### config.mk
export PLATFORM = sky130hd
export DESIGN_NAME = stl_rst_seq
export DESIGN_NICKNAME = d
export VERILOG_FILES = /design/src/rtl/stl_rst_seq.sv
export SDC_FILE = /design/constraint.sdc
export NUM_CORES = 1
export LEC_CHECK = 0
export ABC_AREA = 1
export BUFFER_PORTS_ARGS = -buffer_cell sky130_fd_sc_hd__buf_2
export CAP_MARGIN = 20
export CORE_UTILIZATION = 57
export CTS_CLUSTER_DIAMETER = 200
export DETAILED_ROUTE_END_ITERATION = 8
export PLACE_DENSITY = 0.84
export SLEW_MARGIN = 20
export SYNTH_ARGS = -nofsm -noshare
export SYNTH_HDL_FRONTEND = slang
export SYNTH_SLANG_ARGS = --single-unit
export TNS_END_PERCENT = 30
### constraint.sdc
create_clock -name i_clk -period 2 [get_ports i_clk]
set_input_delay 0.1 -clock i_clk [delete_from_list [all_inputs] [get_ports i_clk]]
set_output_delay 0.1 -clock i_clk [all_outputs]
set_load 0.02 [all_outputs]
### src/rtl/stl_rst_seq.sv
// rtl/stl_rst_seq.sv - CPU reset sequencer: drain, hold, staged bus/core release
module stl_rst_seq #(
  parameter int HOLD_CYC = 16,
  parameter int GAP_CYC  = 8,
  parameter int DRAIN_TO = 256
) (
  input  logic       i_clk,
  input  logic       i_rst_n,
  input  logic       i_sw_rst_req,
  input  logic       i_wdt_rst_req,
  input  logic       i_bus_idle,
  output logic       o_drain_req,
  output logic       o_rst_n_bus,
  output logic       o_rst_n_core,
  output logic       o_busy,
  output logic [1:0] o_rst_cause
);

  // Counter must hold the largest terminal value of any timed state.
  localparam int MAX_HG = (HOLD_CYC > GAP_CYC) ? HOLD_CYC : GAP_CYC;
  localparam int MAX_C  = (MAX_HG > DRAIN_TO) ? MAX_HG : DRAIN_TO;
  localparam int CW     = $clog2(MAX_C + 1);

  localparam logic [CW-1:0] HOLD_LAST  = CW'(HOLD_CYC - 1);
  localparam logic [CW-1:0] GAP_LAST   = CW'(GAP_CYC - 1);
  localparam logic [CW-1:0] DRAIN_LAST = CW'(DRAIN_TO - 1);

  localparam logic [1:0] CAUSE_POR  = 2'b00;
  localparam logic [1:0] CAUSE_SW   = 2'b01;
  localparam logic [1:0] CAUSE_WDT  = 2'b10;
  localparam logic [1:0] CAUSE_DRTO = 2'b11;

  typedef enum logic [1:0] {
    RUN     = 2'd0,
    DRAIN   = 2'd1,
    ASSERT  = 2'd2,
    REL_BUS = 2'd3
  } state_t;

  state_t        state;
  logic [CW-1:0] cnt;

  // Sequencer FSM; every output is set alongside the state it belongs to.
  always_ff @(posedge i_clk or negedge i_rst_n) begin
    if (!i_rst_n) begin
      state        <= ASSERT;
      cnt          <= '0;
      o_rst_n_bus  <= 1'b0;
      o_rst_n_core <= 1'b0;
      o_drain_req  <= 1'b0;
      o_busy       <= 1'b1;
      o_rst_cause  <= CAUSE_POR;
    end else begin
      case (state)
        RUN: begin
          if (i_wdt_rst_req) begin
            // Watchdog skips the drain: the bus may be hung.
            state        <= ASSERT;
            cnt          <= '0;
            o_rst_n_bus  <= 1'b0;
            o_rst_n_core <= 1'b0;
            o_busy       <= 1'b1;
            o_rst_cause  <= CAUSE_WDT;
          end else if (i_sw_rst_req) begin
            state       <= DRAIN;
            cnt         <= '0;
            o_drain_req <= 1'b1;
            o_busy      <= 1'b1;
            o_rst_cause <= CAUSE_SW;
          end
        end

        DRAIN: begin
          if (i_wdt_rst_req || i_bus_idle || (cnt == DRAIN_LAST)) begin
            state        <= ASSERT;
            cnt          <= '0;
            o_drain_req  <= 1'b0;
            o_rst_n_bus  <= 1'b0;
            o_rst_n_core <= 1'b0;
            if (i_wdt_rst_req) begin
              o_rst_cause <= CAUSE_WDT;
            end else if (!i_bus_idle) begin
              o_rst_cause <= CAUSE_DRTO;
            end
          end else begin
            cnt <= cnt + 1'b1;
          end
        end

        ASSERT: begin
          if (cnt == HOLD_LAST) begin
            state       <= REL_BUS;
            cnt         <= '0;
            o_rst_n_bus <= 1'b1;
          end else begin
            cnt <= cnt + 1'b1;
          end
        end

        REL_BUS: begin
          if (cnt == GAP_LAST) begin
            state        <= RUN;
            cnt          <= '0;
            o_rst_n_core <= 1'b1;
            o_busy       <= 1'b0;
          end else begin
            cnt <= cnt + 1'b1;
          end
        end

        default: begin
          state        <= ASSERT;
          cnt          <= '0;
          o_rst_n_bus  <= 1'b0;
          o_rst_n_core <= 1'b0;
          o_drain_req  <= 1'b0;
          o_busy       <= 1'b1;
        end
      endcase
    end
  end

endmodule
Word level (Yosys, flattened, before mapping). Index checks and enable logic that the tools add are counted. W data, S select, Z words.

Word-level logic and storage cells: 63. Output and inout bits: 6. Input bits: 5. Register bits: 17.

Muxes and demuxes: 28. Equality and inequality tests: 14. Reduce and logical (&&, ||, !) cells: 13. $add $sub $neg: 1.

Operators by type and width (count): $mux W9 (5); $pmux W9 S4 (1); $reduce_and A4 Y1 (5); $mux W2 (8); $ne A2 B2 Y1 const B (6); $add A9 B1 Y9 const B (1); $eq A9 B3 Y1 const B (1); $eq A9 B4 Y1 const B (1); $eq A9 B8 Y1 const B (1); $mux W1 (8); $pmux W2 S4 (1); $ne A3 B3 Y1 const B (2); $pmux W1 S3 (2); $reduce_bool A3 Y1 (2); $eq A2 B2 Y1 const B (2); $pmux W1 S2 (2); $pmux W2 S2 (1); $reduce_bool A2 Y1 (2); $reduce_and A3 Y1 (1); $eq A2 B1 Y1 const B (1); $logic_not A2 Y1 (1); $logic_or A1 B1 Y1 (2).

Depth between registers and ports, before layout. Gate-level depths: netlist of run 1.

Depth in word-level cells: 4. Depth in mapped cells: 12. Mapped depth without buffers: 12.

Least setup slack after synthesis of run 1. Ideal clock, no wire load.

Path kind: register to register. Start point: register cnt[0]. End point: register o_drain_req. Data required time: 1.877 ns. Buffers on the path: 0. Setup time: 0.123 ns. Data arrival time: 1.559 ns. Cell stages (with the launch flop): 12. Slack: 0.318 ns. Clock period less this slack: 1.682 ns. Cell sequence: dfrtp_1 -> ha_1 -> nand2_1 -> nor2_1 -> nand2_1 -> nor2_1 -> ha_1 -> nor3_1 -> nand2_1 -> o21ai_2 -> o21ai_0 -> nand2_1.

Longest elaborated chain between the ends: 4.

RTL lines: from (decl) (line 41) `logic [CW-1:0] cnt;`; from (signal assigned) (line 86) `cnt <= cnt + 1'b1;`; from (signal assigned) (line 96) `cnt <= cnt + 1'b1;`; from (signal assigned) (line 107) `cnt <= cnt + 1'b1;`; $eq A9 B8 Y1 (line 74) `if (i_wdt_rst_req || i_bus_idle || (cnt == DRAIN_LAST)) begin`; $logic_or A1 B1 Y1 (line 74); $ne A2 B2 Y1 (no line); $reduce_and A4 Y1 (no line); to (signal assigned) (line 67) `o_drain_req <= 1'b1;`; to (signal assigned) (line 77) `o_drain_req <= 1'b0;`; to (signal assigned) (line 116) `o_drain_req <= 1'b0;`; to (decl) (line 12) `output logic o_drain_req,`.

Every way passes these cells. A chain may end at the register's enable or synchronous reset.

Final worst setup path of run 1.
Start point: register cnt[0]. End point: register cnt[5].

Longest elaborated chain between the ends: 4. Elaborated cells between the ends (all ways): 9. Classes of those cells: add/sub: 1; eq/ne: 3; mux: 4; reduce/logical: 1.

RTL lines: parallel branches: the longest is 3 deep, another holds $add A9 B1 Y9; $pmux W9 S4 (*) (line 54) `case (state)`.

Mark *: on every way between the ends.

==> flow_summary_export.csv, run 1 <==
group,metric,value,unit
place,final_weighted_congestion_of_routability_driven_global_placement,0.914,
cts,clock_sink_count,17,
pwr,vdd_drop_max,0.000702,V
sta,finalHoldViolCount,0,
worst_setup_path,cp.buffers_inverters,0,
worst_setup_path,crit_family,"simple AND/OR/NAND/NOR gates",
cts,worst_setup_hold_path_clk_slew,0.11,ns
worst_setup_path,path_class,"flip-flop to flip-flop",
detailed_routing,routed_wl,2.09,mm
sta,finalCriticalPeriod,1.85,ns
pwr,power_frac_clock,12.3,%
pwr,power_per_cell_area,1240,mW/mm^2
synth,synth.avg_cell_area,7.69,sq um
cts,htree_num_levels,1,
pwr,total_switching_power,0.000708,W
detailed_routing,drc,0,
grt,grt_usage,22.8,%
cts,post_cts_buffers,0,
cells_and_area,finish.utilization,69.6,%
grt,antenna_violations_before_repair,0,
pwr,cellInternalPower,0.000828,W
floorplan,ioPinCount,11,
floorplan,fp.dieArea,0.00214,sq mm
worst_setup_path,endpoint_kind,"flip-flop",
worst_setup_path,path_cells,"ha_2 > nand2_1 > nor2_2 > nand2_1 > nor2_1 > ha_1 > nor3_1 > nand2_1 > nand3_4 > nand3_1 > nand2_1",
cells_and_area,nFillCells,123,
floorplan,fp.dieW,46.2,um
cts,clock_tree.root_cell,"clkbuf_4",
place,detailed_place_hpwl,1.55,mm
floorplan,floorplan.initialDensity,62.5,%
worst_setup_path,wp_data_required,2.18,ns
min_path,hold_path.class,"primary input to flip-flop",
run_status,outcome,"completed",
sta,worst_clock_skew,0.0114,ns
pwr,sequential_fraction_of_design_power,33.0,%
pwr,power.share.combinational,54.7,%
worst_setup_path,critical-path-slowest-cell,"dfrtp_1",
synth,netlist_area,0.00111,sq mm
cts,cts_buffers,3,
cells_and_area,area.growth.synth_to_final,11.3,%
synth,postSynthCellCount,145,
grt,first_global_vias,820,
place,count_of_input_and_output_buffers,10,
cts,clock_tree.buffer_depth,2,
cells_and_area,post_route_cells_drive_above_1_share,22.4,%
pwr,p_total,0.00154,W
sta,max_freq,0.541,GHz
worst_setup_path,cp_launch_type,"flip-flop",
worst_setup_path,crit_arrival,2.03,ns
worst_setup_path,path_max_fanout,9,
floorplan,placementRows,15,
worst_setup_path,critical-path-top-cell-by-count,"nand2_1",
synth,synthesis.yosys.warnings,0,
detailed_routing,dr_pass1_iterations,4,
cts,tritoncts,"yes",
cells_and_area,nNetsFinal,173,
sta,setup-tns-final,0,ns
pwr,swShare,46.1,%
cells_and_area,antennaDiodeCount,0,
floorplan,core_area,0.00178,sq mm
detailed_routing,ant_nets,0,
grt,final_global_route_overflow_total,0,
sta,worst_pin_slew,0.368,ns
synth,synth-seq-cells,17,
sta,setup-violations-final,0,
worst_setup_path,critPathMaxStageDelay,0.40,ns
synth,synth_fp_nets,156,
detailed_routing,via_per_inst,5.18,
detailed_routing,route.vias.total,964,
synth,synth_seq_area_share,38.4,%
grt,grt_max_degree,18,
sta,timing.final.crit_share,92.4,%
cts,insertion_delay,0.29,ns
sta,timing.final.max_slew_violations,0,
pwr,power_leakage,0.683,nW
floorplan,die_height,46.2,um
grt,grt_pass1_wl,3.44,mm
detailed_routing,wire_per_inst,11.2,um
synth,count_of_distinct_cell_types_in_the_synthesized_netlist,25,
job,timing.max_cap.violations,0,
detailed_routing,drt_iter0_markers,17,
sta,max_slew_margin,75.5,%
[kinds of logic after synthesis]
group / after synthesis / synth area share (%)
adder cells (fa/ha/maj): 6 / 6.73
AND/OR/NAND/NOR: 85 / 36.6
AO/OA/AOI/OAI: 13 / 7.07
flip-flops: 17 / 38.4
buffers and inverters: 21 / 8.87
XOR/XNOR: 3 / 2.36
[final cells by class]
class | count | area, sq um | share of cell area [%]
Multi-Input combinational cell | 107 | 593 | 47.8
Sequential cell | 17 | 428 | 34.5
Inverter | 20 | 87.6 | 7.06
Timing Repair Buffer | 13 | 75.1 | 6.05
Tap cell | 25 | 31.3 | 2.52
Clock buffer | 4 | 26.3 | 2.12
[worst paths after layout]
| check | slack [ns] | start | depth (start not counted) | end |
|---|---|---|---|---|
| worst max-delay path | 0.15 | cnt[0] | 11 | cnt[5] |
| worst min-delay path | 0.15 | i_sw_rst_req | 3 | o_drain_req |
| worst max register to register | 0.15 | cnt[0] | 11 | cnt[5] |
| worst min register to register | 0.47 | o_busy | 2 | o_busy |
| max in group asynchronous | 1.44 | i_rst_n | 2 | o_busy |
| min in group asynchronous | 0.24 | i_rst_n | 2 | o_rst_n_core |
[flip-flops by register name, summed over array words and instances (netlist names)]
signal / count
cnt: 9
o_rst_cause: 2
state: 2
o_busy: 1
o_drain_req: 1
o_rst_n_bus: 1
o_rst_n_core: 1
[cells in the mapped netlist]
master / number / share of area [%]
inv_2: 2 / 0.67
o21ai_0: 4 / 1.8
nor2_1: 11 / 3.7
nor2_2: 3 / 1.7
buf_6: 1 / 1.0
nand2_2: 2 / 1.1
inv_1: 15 / 5.1
nand3_1: 16 / 7.2
o21ai_2: 1 / 0.79
a21oi_2: 2 / 1.6
ha_1: 6 / 6.7
nand3_4: 1 / 1.6
nor3_1: 1 / 0.45
dfrtp_1: 15 / 34
nor2_8: 2 / 3.6
inv_8: 1 / 1.0
nor3_2: 1 / 0.90
xor2_1: 3 / 2.4
o211ai_1: 1 / 0.67
nand2_1: 47 / 16
dfstp_2: 2 / 4.7
inv_4: 2 / 1.1
o21ai_1: 1 / 0.45
nand4_1: 1 / 0.56
a21oi_1: 4 / 1.8
[cells in the final DEF, fill, tap and decap left out, types with 2 or more instances in the layout]
cell type and instances:
a21oi_1 4, a21oi_2 2, buf_2 10, buf_4 2, clkbuf_4 3, dfrtp_1 15
dfstp_2 2, ha_1 5, inv_1 15, inv_2 2, inv_4 2, nand2_1 47
nand2_2 2, nand3_1 16, nor2_1 10, nor2_2 4, nor2_8 2, o21ai_0 3
o21ai_1 2, xor2_1 3
[power groups by stage]
stage               logic [W]  registers, W  clock network [W]
floorplan            0.000584      0.000570                  0
global placement     0.000816      0.000507                  0
finish               0.000841      0.000507           0.000188
global route         0.000943      0.000520           0.000208
detailed placement   0.000839      0.000514                  0
CTS                  0.000842      0.000508           0.000191
[worst min-delay path, delay by kind of cell]
kind | cells | cell delay, ns
buffers and inverters | 1 | 0.14
and+or+nand+nor | 2 | 0.18
[layer usage]
| metal | up-vias | track usage, % | share of wire, % |
|---|---|---|---|
| li1 | 490 | - | - |
| met1 | 435 | 29.9 | 46 |
| met2 | 35 | 37.7 | 48 |
| met3 | 4 | 3.53 | 4.7 |
| met4 | 0 | 8.24 | 1.1 |
| met5 | - | 0 | 0 |
[per-stage QoR]
step	std cells	instance area, sq um	hold WS, ns	setup WS [ns]
after floorplan	145	1110	-0.196	0.318
after global placement	181	1200	0.0415	0.226
after detailed placement	181	1200	0.0379	0.152
after CTS	186	1240	0.147	0.135
after global routing	186	1240	0.165	-0.0278
final	186	1240	0.147	0.151
[timing repair]
item                                   4_1_cts  5_1_grt
setup endpoints to repair                    0       10
gates resized for setup                      0        3
endpoints found under the hold margin       15        0
hold buffers                                 1        0
No activity file was read; power rests on OpenSTA's default activity.
==> inputs of run 2 (changes only) <==
- BUFFER_PORTS_ARGS: -buffer_cell sky130_fd_sc_hd__buf_2 -> -buffer_cell sky130_fd_sc_hd__clkbuf_2
==> flow_summary_export.csv, run 2 (synthesis gave the netlist of run 1 again) <==
group,metric,value,unit
worst_setup_path,path_cells,"ha_2 > nand2_1 > nor2_2 > nand2_1 > nor2_1 > ha_2 > nor3_1 > nand2_1 > nand3_4 > nand3_1 > nand2_1",
worst_setup_path,endpoint_kind,"flip-flop",
worst_setup_path,path_class,"flip-flop to flip-flop",
worst_setup_path,crit_arrival,2.05,ns
floorplan,core_area,0.00178,sq mm
sta,worst_clock_skew,0.0109,ns
grt,first_global_vias,848,
sta,max_slew_margin,72.3,%
floorplan,die_height,46.2,um
sta,max_freq,0.539,GHz
sta,setup-violations-final,0,
floorplan,ioPinCount,11,
pwr,cellInternalPower,0.000827,W
cts,insertion_delay,0.30,ns
cells_and_area,most-common-layout-cells,"nand2_1, nand3_1, inv_1, dfrtp_1",
cts,htree_num_levels,1,
cts,clock_sink_count,17,
pwr,vdd_drop_max,0.000889,V
worst_setup_path,wp_data_required,2.19,ns
worst_setup_path,cp_launch_type,"flip-flop",
sta,setup-tns-final,0,ns
floorplan,fp.dieW,46.2,um
pwr,power_frac_clock,12.6,%
detailed_routing,via_per_inst,5.20,
detailed_routing,dr_wl_met2,1.02,mm
cells_and_area,nNetsFinal,174,
sta,finalHoldViolCount,0,
grt,grt_max_degree,18,
place,detailed_place_hpwl,1.60,mm
cts,cts_buffers,3,
worst_setup_path,rrSetupSlack,0.14,ns
detailed_routing,routed_wl,2.16,mm
detailed_routing,ant_nets,0,
pwr,swShare,46.7,%
cts,tritoncts,"yes",
sta,grt_setup_unrepaired,"false",
sta,finalCriticalPeriod,1.86,ns
pwr,power_leakage,0.689,nW
worst_setup_path,critPathMaxStageDelay,0.40,ns
cells_and_area,antennaDiodeCount,0,
worst_setup_path,critical-path-slowest-cell,"dfrtp_1",
cells_and_area,largest_register_ffs,9,
cells_and_area,top_register,"cnt",
cts,worst_setup_hold_path_clk_slew,0.11,ns
detailed_routing,m1WireLength,1.04,mm
pwr,sequential_fraction_of_design_power,32.7,%
cts,clock_tree.buffer_depth,2,
detailed_routing,drc,0,
cells_and_area,layout_commonest_cell,"nand2_1",
pwr,total_switching_power,0.000725,W
detailed_routing,dr_pass1_iterations,4,
grt,grt_pass1_wl,3.55,mm
sta,timing.final.crit_share,92.8,%
grt,antenna_violations_before_repair,0,
grt,grt_usage,23.6,%
sta,timing.final.max_slew_violations,0,
sta,worst_pin_slew,0.416,ns
detailed_routing,routed-wl-met3,58,um
pwr,power_per_cell_area,1240,mW/mm^2
detailed_routing,highest_layer,"met4",
floorplan,floorplan.initialDensity,62.5,%
floorplan,fp.dieArea,0.00214,sq mm
min_path,hp-start,"i_sw_rst_req",
run_status,outcome,"completed",
detailed_routing,wire_per_inst,11.5,um
cells_and_area,biggestRegsByFlops,"cnt: 9 flops, o_rst_cause: 2 flops, state: 2 flops",
min_path,hold_path.class,"primary input to flip-flop",
pwr,power.share.combinational,54.7,%
floorplan,placementRows,15,
cells_and_area,post_route_cells_drive_above_1_share,23.5,%
job,timing.max_cap.violations,0,
worst_setup_path,crit-reg2reg-launch,"cnt[0]",
grt,final_global_route_overflow_total,0,
detailed_routing,drt_iter0_markers,33,
cts,clock_tree.root_cell,"clkbuf_4",
worst_setup_path,critical-path-top-cell-by-count,"nand2_1",
worst_setup_path,worstSetupStartpoint,"cnt[0]",
place,count_of_input_and_output_buffers,10,
worst_setup_path,path_max_fanout,9,
cells_and_area,finish.utilization,70.2,%
detailed_routing,route.vias.total,972,
cells_and_area,area.growth.synth_to_final,12.2,%
place,final_weighted_congestion_of_routability_driven_global_placement,0.915,
-- run 2: cell types whose count changed in the layout (fill, tap and decap cells not counted), sizes merged --
cell    previous run  this run
clkbuf             4        14
buf               12         3
-- run 2: metal layers --
layer	GRT usage, %	vias to the layer above
met1	30.6	451
met3	3.53	5
met5	0	-
li1	-	496
met2	38.6	20
met4	10.6	0
-- run 2: critical path, delay by kind of cell, from the launching register on --
family / cells / cell delay, ns
flops: 1 / 0.40
simple gates: 9 / 0.93
fa+ha+maj: 2 / 0.41
-- run 2: metrics by stage --
| step | instance area (sq um) | instances | worst slack [ns] | power (W) | hold WS (ns) |
|---|---|---|---|---|---|
| final | 1250 | 187 | 0.145 | 0.00155 | 0.144 |
| after floorplan | 1110 | 145 | 0.318 | 0.00115 | -0.196 |
| after CTS | 1240 | 186 | 0.0671 | 0.00155 | 0.152 |
| after detailed placement | 1200 | 181 | 0.147 | 0.00136 | 0.0604 |
| after global routing | 1250 | 187 | 0.0138 | 0.00168 | 0.172 |
| after global placement | 1200 | 181 | 0.223 | 0.00132 | 0.0527 |
-- run 2: power by group through the flow --
| stage | Combinational, W | Sequential [W] | Clock [W] |
|---|---|---|---|
| final | 0.000849 | 0.000508 | 0.000195 |
| after global routing | 0.000950 | 0.000519 | 0.000210 |
| after floorplan | 0.000584 | 0.000570 | 0 |
| after CTS | 0.000850 | 0.000508 | 0.000194 |
| after global placement | 0.000814 | 0.000509 | 0 |
| after detailed placement | 0.000843 | 0.000516 | 0 |
-- run 2: what timing repair did --
action,CTS,global route
hold buffers,1,0
setup endpoints to repair,0,15
buffers inserted,0,1
hold endpoints to repair,15,0
gates resized for setup,0,4
-- run 2: cell type report --
type / instances / area, sq um
sequential: 17 / 428
timing repair buffer: 14 / 82.6
fill: 146 / 532
clock buffer: 4 / 26.3
inverter: 20 / 87.6
tap: 25 / 31.3
multi-input combinational: 107 / 596
-- run 2: worst paths after layout --
kind                           endpoint  depth (start not counted)
max reg2reg                      cnt[4]                         11
min                         o_drain_req                          3
min in group asynchronous  o_rst_n_core                          2
max                              cnt[4]                         11
min reg2reg                      o_busy                          2
max in group asynchronous        o_busy                          2
==> inputs of run 3 (changes only) <==
- CORE_ASPECT_RATIO: not set -> 0.8
==> flow_summary_export.csv, run 3 (synthesis gave the netlist of run 1 again) <==
group,metric,value,unit
place,count_of_input_and_output_buffers,10,
detailed_routing,drc,0,
min_path,hp-start,"i_sw_rst_req",
detailed_routing,routed_wl,2.10,mm
worst_setup_path,critical-path-top-cell-by-count,"nand2_1",
worst_setup_path,crit-reg2reg-launch,"cnt[1]",
cells_and_area,antennaDiodeCount,0,
grt,grt_usage,22.7,%
grt,final_global_route_overflow_total,0,
cts,tritoncts,"yes",
place,detailed_place_hpwl,1.55,mm
detailed_routing,dr_pass1_iterations,4,
floorplan,fp.dieW,51.4,um
sta,finalHoldViolCount,0,
sta,max_slew_margin,71.4,%
sta,max_freq,0.537,GHz
worst_setup_path,cp.buffers_inverters,0,
worst_setup_path,critical-path-slowest-cell,"dfrtp_1",
sta,worst_hold_slack,0.149,ns
sta,worst_clock_skew,0.00582,ns
cells_and_area,nFillCells,146,
detailed_routing,drt_iter0_markers,46,
worst_setup_path,critPathMaxStageDelay,0.43,ns
pwr,vdd_drop_max,0.000785,V
cells_and_area,most-common-layout-cells,"nand2_1, nand3_1, inv_1, dfrtp_1",
worst_setup_path,crit_arrival,2.06,ns
cells_and_area,layout_commonest_cell,"nand2_1",
detailed_routing,ant_nets,0,
cells_and_area,area.growth.synth_to_final,12.1,%
cells_and_area,finish.instance_area,0.00125,sq mm
worst_setup_path,reg2regPathDepth,11,
sta,timing.final.max_slew_violations,0,
floorplan,core_area,0.00172,sq mm
worst_setup_path,wp_data_required,2.19,ns
detailed_routing,route.vias.total,950,
worst_setup_path,rrSetupSlack,0.14,ns
worst_setup_path,cp_launch_type,"flip-flop",
floorplan,die_height,41.6,um
min_path,hold_path.class,"primary input to flip-flop",
cells_and_area,largest_register_ffs,9,
sta,setup-violations-final,0,
cts,cts_buffers,3,
min_path,hold_depth,3,
worst_setup_path,endpoint_kind,"flip-flop",
cts,clock_sink_count,17,
cts,clock_tree.root_cell,"clkbuf_4",
worst_setup_path,reg2reg_to,"o_drain_req",
grt,grt_max_degree,18,
pwr,power_leakage,0.685,nW
grt,antenna_violations_before_repair,0,
run_status,outcome,"completed",
job,timing.max_cap.violations,0,
sta,timing.final.crit_share,93.1,%
worst_setup_path,crit_family,"simple AND/OR/NAND/NOR gates",
cells_and_area,biggestRegsByFlops,"cnt: 9 flops, o_rst_cause: 2 flops, state: 2 flops",
worst_setup_path,path_max_fanout,3,
grt,grt_pass1_wl,3.56,mm
cells_and_area,top_register,"cnt",
cts,worst_setup_hold_path_clk_slew,0.10,ns
place,final_weighted_congestion_of_routability_driven_global_placement,0.863,
sta,finalCriticalPeriod,1.86,ns
grt,first_global_vias,800,
place,placed_area,0.00119,sq mm
detailed_routing,wire_per_inst,11.4,um
cts,htree_num_levels,1,
worst_setup_path,path_cells,"ha_4 > nand2_1 > nor2_2 > nand2_1 > nor2_1 > ha_2 > nor3_1 > nand2_1 > o21ai_2 > o21ai_0 > nand2_1",
floorplan,fp.dieArea,0.00214,sq mm
cts,clock_tree.buffer_depth,2,
worst_setup_path,path_class,"flip-flop to flip-flop",
cells_and_area,finish.utilization,72.5,%
cells_and_area,nNetsFinal,173,
floorplan,ioPinCount,11,
detailed_routing,via_per_inst,5.19,
min_path,hold_path_end,"o_drain_req",
sta,setup-tns-final,0,ns
pwr,power_per_cell_area,1230,mW/mm^2
floorplan,floorplan.initialDensity,64.7,%
cells_and_area,post_route_cells_drive_above_1_share,23.0,%
cts,insertion_delay,0.30,ns
sta,worst_pin_slew,0.430,ns
floorplan,placementRows,13,
run 3: area by class of cell:
class	count	area (sq um)	share of cell area (%)
Inverter	20	87.6	7.01
Timing Repair Buffer	13	75.1	6.01
Multi-Input combinational cell	107	606	48.4
Sequential cell	17	428	34.2
Tap cell	22	27.5	2.20
Clock buffer	4	26.3	2.10
run 3: what timing repair did:
item / in CTS / in global routing
hold buffers: 1 / 0
setup buffers: 0 / 1
setup endpoints to repair: 0 / 16
resized for setup: 0 / 5
endpoints found under the hold margin: 15 / 0
run 3: worst max-delay path by stage:
stage,startpoint,end,slack [ns],cells past startpoint
2_1_floorplan,cnt[0],o_drain_req,0.32,11
6_report,cnt[1],o_drain_req,0.14,11
3_3_place_gp,cnt[0],cnt[6],0.22,11
4_1_cts,cnt[0],o_drain_req,0.1,11
5_1_grt,cnt[1],cnt[7],-0.0003,11
3_5_place_dp,cnt[0],o_drain_req,0.15,11
run 3: report_power, final:
part | internal, W | switching [W]
combinational | 0.000300 | 0.000538
sequential | 0.000448 | 0.0000634
clock | 0.0000778 | 0.000109
total | 0.000825 | 0.000710
run 3: per-stage QoR:
stage	cells	power, W	setup WS [ns]
3_5_place_dp	177	0.00133	0.153
6_report	183	0.00154	0.139
2_1_floorplan	145	0.00115	0.318
3_3_place_gp	177	0.00131	0.220
4_1_cts	182	0.00152	0.0998
5_1_grt	183	0.00167	-0.000339
run 3: tightest hold or removal path, cell delays in order:
cell      delay, ns
clkbuf_2       0.14
nand4_1        0.12
nand2_1        0.06
run 3: layer usage:
| metal | track usage, % | share of wire [%] | up-vias |
|---|---|---|---|
| met5 | 0 | 0 | - |
| met4 | 6.49 | 1.1 | 0 |
| met1 | 29.8 | 47 | 419 |
| met2 | 35.3 | 44 | 36 |
| li1 | - | - | 490 |
| met3 | 7.69 | 7.8 | 5 |
